`src/rtl/pulse_to_level.sv`:
```
// Pulse stretcher: each accepted one-cycle strobe holds `level` high for HOLD_CYCLES clocks,
// then a GAP_CYCLES dead time. Define PTL_EVENT_COUNT_EN to add the saturating event_count port.
module pulse_to_level #(
   parameter int HOLD_CYCLES = 8,
   parameter int GAP_CYCLES  = 2,
   parameter bit RETRIGGER   = 1'b1
`ifdef PTL_EVENT_COUNT_EN
   ,parameter int CNT_W      = 8
`endif
) (
   input  logic clk,
   input  logic reset,
   input  logic pulse,
   input  logic clear,
   output logic level,
   output logic busy,
   output logic missed
`ifdef PTL_EVENT_COUNT_EN
   ,output logic [CNT_W-1:0] event_count
`endif
);

   localparam int MAX_C = (HOLD_CYCLES > GAP_CYCLES) ? HOLD_CYCLES : GAP_CYCLES;
   localparam int CW    = $clog2(MAX_C + 32'sd1);
   localparam logic [CW-1:0] HOLD_LOAD = CW'(HOLD_CYCLES - 32'sd1);
   localparam logic [CW-1:0] GAP_LOAD  = (GAP_CYCLES > 32'sd0) ? CW'(GAP_CYCLES - 32'sd1) : '0;

   typedef enum logic [1:0] {
      ST_IDLE = 2'b00,
      ST_HOLD = 2'b01,
      ST_GAP  = 2'b10
   } state_e;

   state_e          state_d, state_q;
   logic [CW-1:0]   cnt_d, cnt_q;
   logic            level_d, level_q;
   logic            busy_d, busy_q;
   logic            missed_d, missed_q;

   // Next-state, hold/gap counter and drop detection; clear overrides everything.
   always_comb begin
      state_d  = state_q;
      cnt_d    = cnt_q;
      missed_d = 1'b0;
      if (clear) begin
         state_d = ST_IDLE;
         cnt_d   = '0;
      end else begin
         case (state_q)
            ST_IDLE: begin
               if (pulse) begin
                  state_d = ST_HOLD;
                  cnt_d   = HOLD_LOAD;
               end else begin
                  cnt_d   = '0;
               end
            end
            ST_HOLD: begin
               if (pulse && RETRIGGER) begin
                  cnt_d = HOLD_LOAD;
               end else begin
                  missed_d = pulse;
                  if (cnt_q == '0) begin
                     if (GAP_CYCLES > 32'sd0) begin
                        state_d = ST_GAP;
                        cnt_d   = GAP_LOAD;
                     end else begin
                        state_d = ST_IDLE;
                        cnt_d   = '0;
                     end
                  end else begin
                     cnt_d = cnt_q - CW'(1);
                  end
               end
            end
            ST_GAP: begin
               // A pulse is dropped even in the final dead cycle.
               missed_d = pulse;
               if (cnt_q == '0) begin
                  state_d = ST_IDLE;
               end else begin
                  cnt_d = cnt_q - CW'(1);
               end
            end
            default: begin
               state_d = ST_IDLE;
               cnt_d   = '0;
            end
         endcase
      end
      level_d = (state_d == ST_HOLD);
      busy_d  = (state_d != ST_IDLE);
   end

   // State and registered outputs.
   always_ff @(posedge clk or negedge reset) begin
      if (!reset) begin
         state_q  <= ST_IDLE;
         cnt_q    <= '0;
         level_q  <= 1'b0;
         busy_q   <= 1'b0;
         missed_q <= 1'b0;
      end else begin
         state_q  <= state_d;
         cnt_q    <= cnt_d;
         level_q  <= level_d;
         busy_q   <= busy_d;
         missed_q <= missed_d;
      end
   end

   assign level  = level_q;
   assign busy   = busy_q;
   assign missed = missed_q;

`ifdef PTL_EVENT_COUNT_EN
   logic             accept_s;
   logic [CNT_W-1:0] event_count_d, event_count_q;

   // Saturating count of accepted pulses (starts and retriggers).
   always_comb begin
      accept_s = !clear && pulse &&
                 ((state_q == ST_IDLE) || ((state_q == ST_HOLD) && RETRIGGER));
      if (clear) begin
         event_count_d = '0;
      end else if (accept_s && (event_count_q != {CNT_W{1'b1}})) begin
         event_count_d = event_count_q + CNT_W'(1);
      end else begin
         event_count_d = event_count_q;
      end
   end

   // Event counter register.
   always_ff @(posedge clk or negedge reset) begin
      if (!reset) begin
         event_count_q <= '0;
      end else begin
         event_count_q <= event_count_d;
      end
   end

   assign event_count = event_count_q;
`endif

endmodule

```
`config.mk`:
```
export PLATFORM = sky130hd
export DESIGN_NAME = pulse_to_level
export DESIGN_NICKNAME = d
export VERILOG_FILES = /design/src/rtl/pulse_to_level.sv
export SDC_FILE = /design/constraint.sdc
export NUM_CORES = 1
export LEC_CHECK = 0
export ABC_CLOCK_PERIOD_IN_PS = 1600
export BUFFER_PORTS_ARGS = -buffer_cell sky130_fd_sc_hd__buf_2
export CAP_MARGIN = 5
export CORE_AREA = 2 2 39 41
export CTS_BUF_LIST = sky130_fd_sc_hd__clkbuf_16
export DETAILED_ROUTE_END_ITERATION = 12
export DIE_AREA = 0 0 41 43
export GPL_TIMING_DRIVEN = 0
export PLACE_DENSITY = 0.59
export RECOVER_POWER = 25
export SETUP_SLACK_MARGIN = 0.02
export SLEW_MARGIN = 30
export SYNTH_ARGS = -nofsm -noshare
export SYNTH_HDL_FRONTEND = slang
export SYNTH_SLANG_ARGS = --single-unit
```
`constraint.sdc`:
```
create_clock -name clk -period 1.6 [get_ports clk]
set_clock_uncertainty 0.15 [all_clocks]
set_input_delay 0.24 -clock clk [delete_from_list [all_inputs] [get_ports clk]]
set_output_delay 0.24 -clock clk [all_outputs]
set_load 0.03 [all_outputs]
```
==> out/metrics.yaml, run 1 <==
pwr:
  ir_drop_v: 0.00120
  seqPwrFrac_pct: 30.5
  sw_frac_of_total_pct: 24.2
  p_comb_share_pct: 19.8
  power_uw: 863
  p_per_area_nw_per_um2: 1310
  p_int_uw: 653
  p_clk_share_pct: 49.7
  leakagePower_uw: 0.000310
  p_sw_uw: 209
grt:
  grt_overflow_total: 0
  grt_pass1_vias: 376
  grt.total_usage_pct: 14.1
  antenna_found_initial: 0
  grt_pass1_wl_um: 1650
  grt_max_degree: 10
clock_network:
  clkLatencyLatePin_ns: 0.23
  path_clk_slew_ns: 0.04
  cts_tree: "yes"
  cts_inserted_buffers: 3
  htreeDepth: 1
  cts-root-buf: "clkbuf_16"
  clk_path_buf_depth: 2
  cts.sinks: 9
min_path:
  worstHoldStart: "clear"
  hold_class: "input pin to register"
  hold_depth: 2
  min_to: "busy"
floorplan:
  start_util_pct: 33.5
  core_um2: 1380
  io_pins: 7
  die_area_um2: 1760
  die_h_um: 43
  die_x_um: 41
  core.rowCount: 14
logic_synthesis:
  synthMuxAreaShare_pct: 0
  synth.distinct_cells: 22
  synth_top_family_by_area: "simple AND/OR/NAND/NOR gates"
  synth_fa_ha_area_share_pct: 5.39
  synth_area_um2: 464
  synth.avg_cell_area_um2: 10.5
  synth_compound_area_share_pct: 14.6
  seq_area_frac_synth_pct: 48.5
  yosys.area_share.xor_xnor_pct: 5.66
  netlist_instances: 44
  synth_simple_gate_area_share_pct: 22.4
  ys.warnings.count: 0
  synth_nets: 50
  ys_ff_latch: 9
setup_path:
  startpoint_type: "register"
  r2r_cells: 5
  cp_cell_sequence: "inv_2, ha_2, or3b_4, a21oi_2, o21ai_1"
  cpPeakStageDelay_ns: 0.43
  cp_num_buf_inv: 1
  crit_fanout: 4
  cp.required_ns: 1.54
  reg2reg_to: "cnt_q[1]"
  cpMaxStageDelayCell: "or3b_4"
  critical-path-top-delay-family: "simple AND/OR/NAND/NOR gates"
  rrSetupSlack_ns: 0.02
  r2r-start: "cnt_q[0]"
  crit_type: "register to register"
  setup.worst_path.end_class: "register"
  cp.arrival_ns: 1.52
route:
  avgViaCountPerCell: 4.99
  dr.pass1.iters: 4
  wl_um: 986
  drc: 0
  drtIter0Drc: 1
  num_vias: 379
  ant_nets: 0
  post_drt_wl_per_cell_um: 13.0
flow_run:
  cap_viol_max_count: 0
timing:
  finalCritPeriodShare_pct: 98.7
  layout_min_cycle_time_ns: 1.58
  tns_ns: 0
  worst_hold_slack_ns: 0.107
  rsz0062_at_grt: "true"
  hold_violations: 0
  fmax_mhz: 633
  worst_pin_slew_ns: 0.498
  final_max_slew_viol_count: 0
  finalSetupViolations: 0
  max_slew_margin_pct: 66.5
final_layout:
  drive_gt1_share_pct: 38.3
  n_antenna_cell: 0
  synthToLayoutAreaGrowth_pct: 42.3
  multi_input_area_um2: 244
  regArea_um2: 225
  fillers: 143
  most-common-layout-cells: "9 x dfrtp_1, 6 x buf_2, 5 x buf_4, 4 x nor3_1, 4 x a21oi_1"
  final_common_cell: "dfrtp_1"
  stdcell_count: 76
  utilization_pct: 47.7
  final_net_count: 67
placement:
  place.gp.congestion: 0.779
  placement.io_buffers: 6
  place_inst: 66
outcome:
  status: "finished clean"
## stage by stage
stage | cell area [um2] | setup WS [ns]
finish | 661 | 0.0207
CTS | 611 | 0.0131
detailed placement | 514 | -0.0257
floorplan | 464 | 0.0849
global route | 661 | -0.0141
global placement | 514 | -0.00985
## metal layers
metal	vias up	routed length, um	GRT usage, %
met5	-	0	0
met4	0	10	8.00
met3	2	33	4.71
met2	6	518	19.1
met1	182	423	19.0
li1	189	-	-
## sequential cells by signal (all words and copies together) (netlist names)
register  count
busy          1
cnt_q         4
level         1
missed        1
state_q       2
## worst reg2reg max path: cells and delay by family, from the launching register on
kind                     cells  cell delay, ns
buffers and inverters        1            0.09
AND/OR/NAND/NOR              1            0.43
flip-flops                   1            0.39
AO/OA/AOI/OAI                2            0.21
adder cells (fa/ha/maj)      1            0.18
## synth_stat cells
cell / number / share of area, %
nor3_1: 4 / 4.3
o21bai_1: 1 / 1.6
dfrtp_1: 9 / 49
nand3_1: 1 / 1.1
o31ai_1: 1 / 1.6
xnor2_1: 2 / 3.8
and3b_1: 1 / 1.9
nor2_1: 2 / 1.6
nor2b_1: 1 / 1.3
buf_2: 1 / 1.1
ha_1: 2 / 5.4
nor3b_4: 1 / 4.0
nand4b_1: 1 / 1.9
and2b_1: 1 / 1.6
xor2_1: 1 / 1.9
a211oi_2: 1 / 2.7
o21ai_0: 1 / 1.1
inv_1: 3 / 2.4
or3b_4: 1 / 2.4
nand2_1: 1 / 0.81
nor4_1: 1 / 1.3
a21oi_1: 7 / 7.5
## logic make-up after synthesis
group / Yosys count
and+or+nand+nor: 15
AOI/OAI and AO/OA: 11
DFF: 9
buffers and inverters: 4
xor gates and xnor gates: 3
adders and majority gates: 2
## timing repair
| item | CTS | global route |
|---|---|---|
| cloned | 0 | 0 |
| endpoints found under the setup margin | 3 | 5 |
| hold buffers | 1 | 0 |
| buffers inserted | 0 | 5 |
| endpoints found under the hold margin | 9 | 0 |
| pin swaps | 0 | 4 |
| resized for setup | 3 | 5 |
## worst max path at each step
stage	from	depth (start not counted)	endpoint	slack, ns
floorplan	cnt_q[0]	5	level	0.08
global placement	cnt_q[0]	5	cnt_q[1]	-0.01
detailed placement	cnt_q[0]	5	cnt_q[1]	-0.03
CTS	cnt_q[1]	5	cnt_q[1]	0.01
global route	cnt_q[0]	5	cnt_q[1]	-0.01
finish	cnt_q[0]	5	cnt_q[1]	0.02
## power groups by stage
stage               Combinational (uW)  Sequential, uW  Clock [uW]
CTS                                137             261         438
global placement                   127             262           0
floorplan                         87.3             270           0
global route                       189             265         447
detailed placement                 128             262           0
finish                             171             263         429
## cell type report
cell class                      count  area share, %
Timing Repair Buffer               12           11.6
Tap cell                           16           3.03
Clock buffer                        3           11.4
Multi-Input combinational cell     31           36.9
Inverter                            3           1.70
Sequential cell                     9           34.1
Clock inverter                      1          0.568
Buffer                              1          0.758
Power figures use the tool's default switching activity.
==> run 2: changes to the inputs <==
RECOVER_POWER = 50   (was 25)
==> run 2 against run 1 <==
  * Core utilization shrank 0.090 points
  * Final cell count unchanged
  * Combinational power about the same
  * Clock-buffer cell count stayed put
  * Largest cell class unchanged
  * Critical endpoint unchanged
  * Critical path type unchanged
==> out/metrics.yaml, run 2 (synthesis gave the netlist of run 1 again) <==
floorplan:
  start_util_pct: 33.5
  die_area_um2: 1760
  core.rowCount: 14
  core_um2: 1380
  die_h_um: 43
  die_x_um: 41
  io_pins: 7
route:
  drtIter0Drc: 1
  dr.pass1.iters: 4
  drc: 0
  wl_um: 988
  post_drt_wl_per_cell_um: 13.0
  ant_nets: 0
  avgViaCountPerCell: 4.99
  num_vias: 379
clock_network:
  htreeDepth: 1
  clkLatencyLatePin_ns: 0.23
  cts_inserted_buffers: 3
  path_clk_slew_ns: 0.04
  cts-root-buf: "clkbuf_16"
  cts_tree: "yes"
  cts.sinks: 9
  clk_path_buf_depth: 2
flow_run:
  cap_viol_max_count: 0
setup_path:
  startpoint_type: "register"
  cp.arrival_ns: 1.52
  setup.worst_path.end_class: "register"
  rrSetupSlack_ns: 0.02
  r2r_cells: 5
  cpMaxStageDelayCell: "or3b_4"
  crit_fanout: 4
  crit_type: "register to register"
  r2r-start: "cnt_q[0]"
  cpPeakStageDelay_ns: 0.43
  cp_num_buf_inv: 1
  critical-path-top-delay-family: "simple AND/OR/NAND/NOR gates"
  cp_cell_sequence: "inv_2, ha_2, or3b_4, a21oi_2, o21ai_1"
  reg2reg_to: "cnt_q[1]"
  cp.required_ns: 1.54
timing:
  fmax_mhz: 633
  final_max_slew_viol_count: 0
  layout_min_cycle_time_ns: 1.58
  hold_violations: 0
  worst_pin_slew_ns: 0.498
  max_slew_margin_pct: 66.5
  finalSetupViolations: 0
  finalCritPeriodShare_pct: 98.7
  rsz0062_at_grt: "true"
  worst_hold_slack_ns: 0.107
min_path:
  worstHoldStart: "clear"
  hold_class: "input pin to register"
  hold_depth: 2
  min_to: "busy"
grt:
  grt_max_degree: 10
  antenna_found_initial: 0
  grt.total_usage_pct: 14.1
  grt_overflow_total: 0
  grt_pass1_vias: 376
  grt_pass1_wl_um: 1650
final_layout:
  fillers: 142
  post-route-cell-area_um2: 659
  utilization_pct: 47.6
  reg.largest.list: "cnt_q (4), state_q (2)"
  most-common-layout-cells: "9 x dfrtp_1, 5 x buf_2, 5 x buf_4, 4 x nor3_1, 4 x a21oi_1"
  final_common_cell: "dfrtp_1"
  drive_gt1_share_pct: 36.7
  largest_reg_flops: 4
  synthToLayoutAreaGrowth_pct: 42.0
  final_net_count: 67
  n_antenna_cell: 0
  largest_register: "cnt_q"
  stdcell_count: 76
pwr:
  p_per_area_nw_per_um2: 1310
  leakagePower_uw: 0.000306
  power_uw: 862
  ir_drop_v: 0.00120
placement:
  place_inst: 66
  place.gp.congestion: 0.779
  place_area_um2: 514
  placement.io_buffers: 6
outcome:
  status: "finished clean"
[run 2: changes by cell type in the layout (fill, tap and decap cells not counted)]
| cell | delta |
|---|---|
| clkbuf_1 | +1 |
| buf_2 | -1 |
[run 2: where the power goes]
| part | internal (uW) | switching [uW] |
|---|---|---|
| sequential | 245 | 17.5 |
| combinational | 81.7 | 88.9 |
| clock | 326 | 103 |
| total | 653 | 209 |
[run 2: worst register-to-register path, stage by stage, from the launching register on]
cell and delay [ns]:
dfrtp_1 0.39, inv_2 0.09, ha_2 0.18, or3b_4 0.43, a21oi_2 0.14, o21ai_1 0.07
[run 2: worst max-delay path by stage]
stage / cells past startpoint / end / from
after global placement: 5 / cnt_q[1] / cnt_q[0]
after global routing: 5 / cnt_q[1] / cnt_q[0]
final: 5 / cnt_q[1] / cnt_q[0]
after detailed placement: 5 / cnt_q[1] / cnt_q[0]
after floorplan: 5 / level / cnt_q[0]
after CTS: 5 / cnt_q[1] / cnt_q[1]
[run 2: metal layers]
metal	share of wire [%]	up-vias	track usage (%)	wire length, um
li1	-	189	-	-
met3	3.3	2	4.71	33
met5	0	-	0	0
met2	52	6	19.1	518
met1	43	182	19.0	425
met4	1.0	0	8.00	10
[run 2: timing repair]
action	in CTS	in global routing
setup endpoints to repair	3	5
setup buffers	0	5
endpoints found under the hold margin	9	0
resized for setup	3	5
pin swaps	0	4
hold buffers	1	0
[run 2: through the flow]
stage	setup WS [ns]	setup TNS, ns
global route	-0.0141	-0.0209
floorplan	0.0849	0
finish	0.0207	0
global placement	-0.00985	-0.00985
detailed placement	-0.0257	-0.0721
CTS	0.0131	0
[run 2: final cells by class]
cell class | instances | area [um2] | share of cell area, %
Buffer | 1 | 5.00 | 0.759
Clock buffer | 3 | 75.1 | 11.4
Clock inverter | 1 | 3.75 | 0.569
Inverter | 3 | 11.3 | 1.71
Multi-Input combinational cell | 31 | 244 | 37.0
Sequential cell | 9 | 225 | 34.2
Tap cell | 16 | 20.0 | 3.04
Timing Repair Buffer | 12 | 75.1 | 11.4
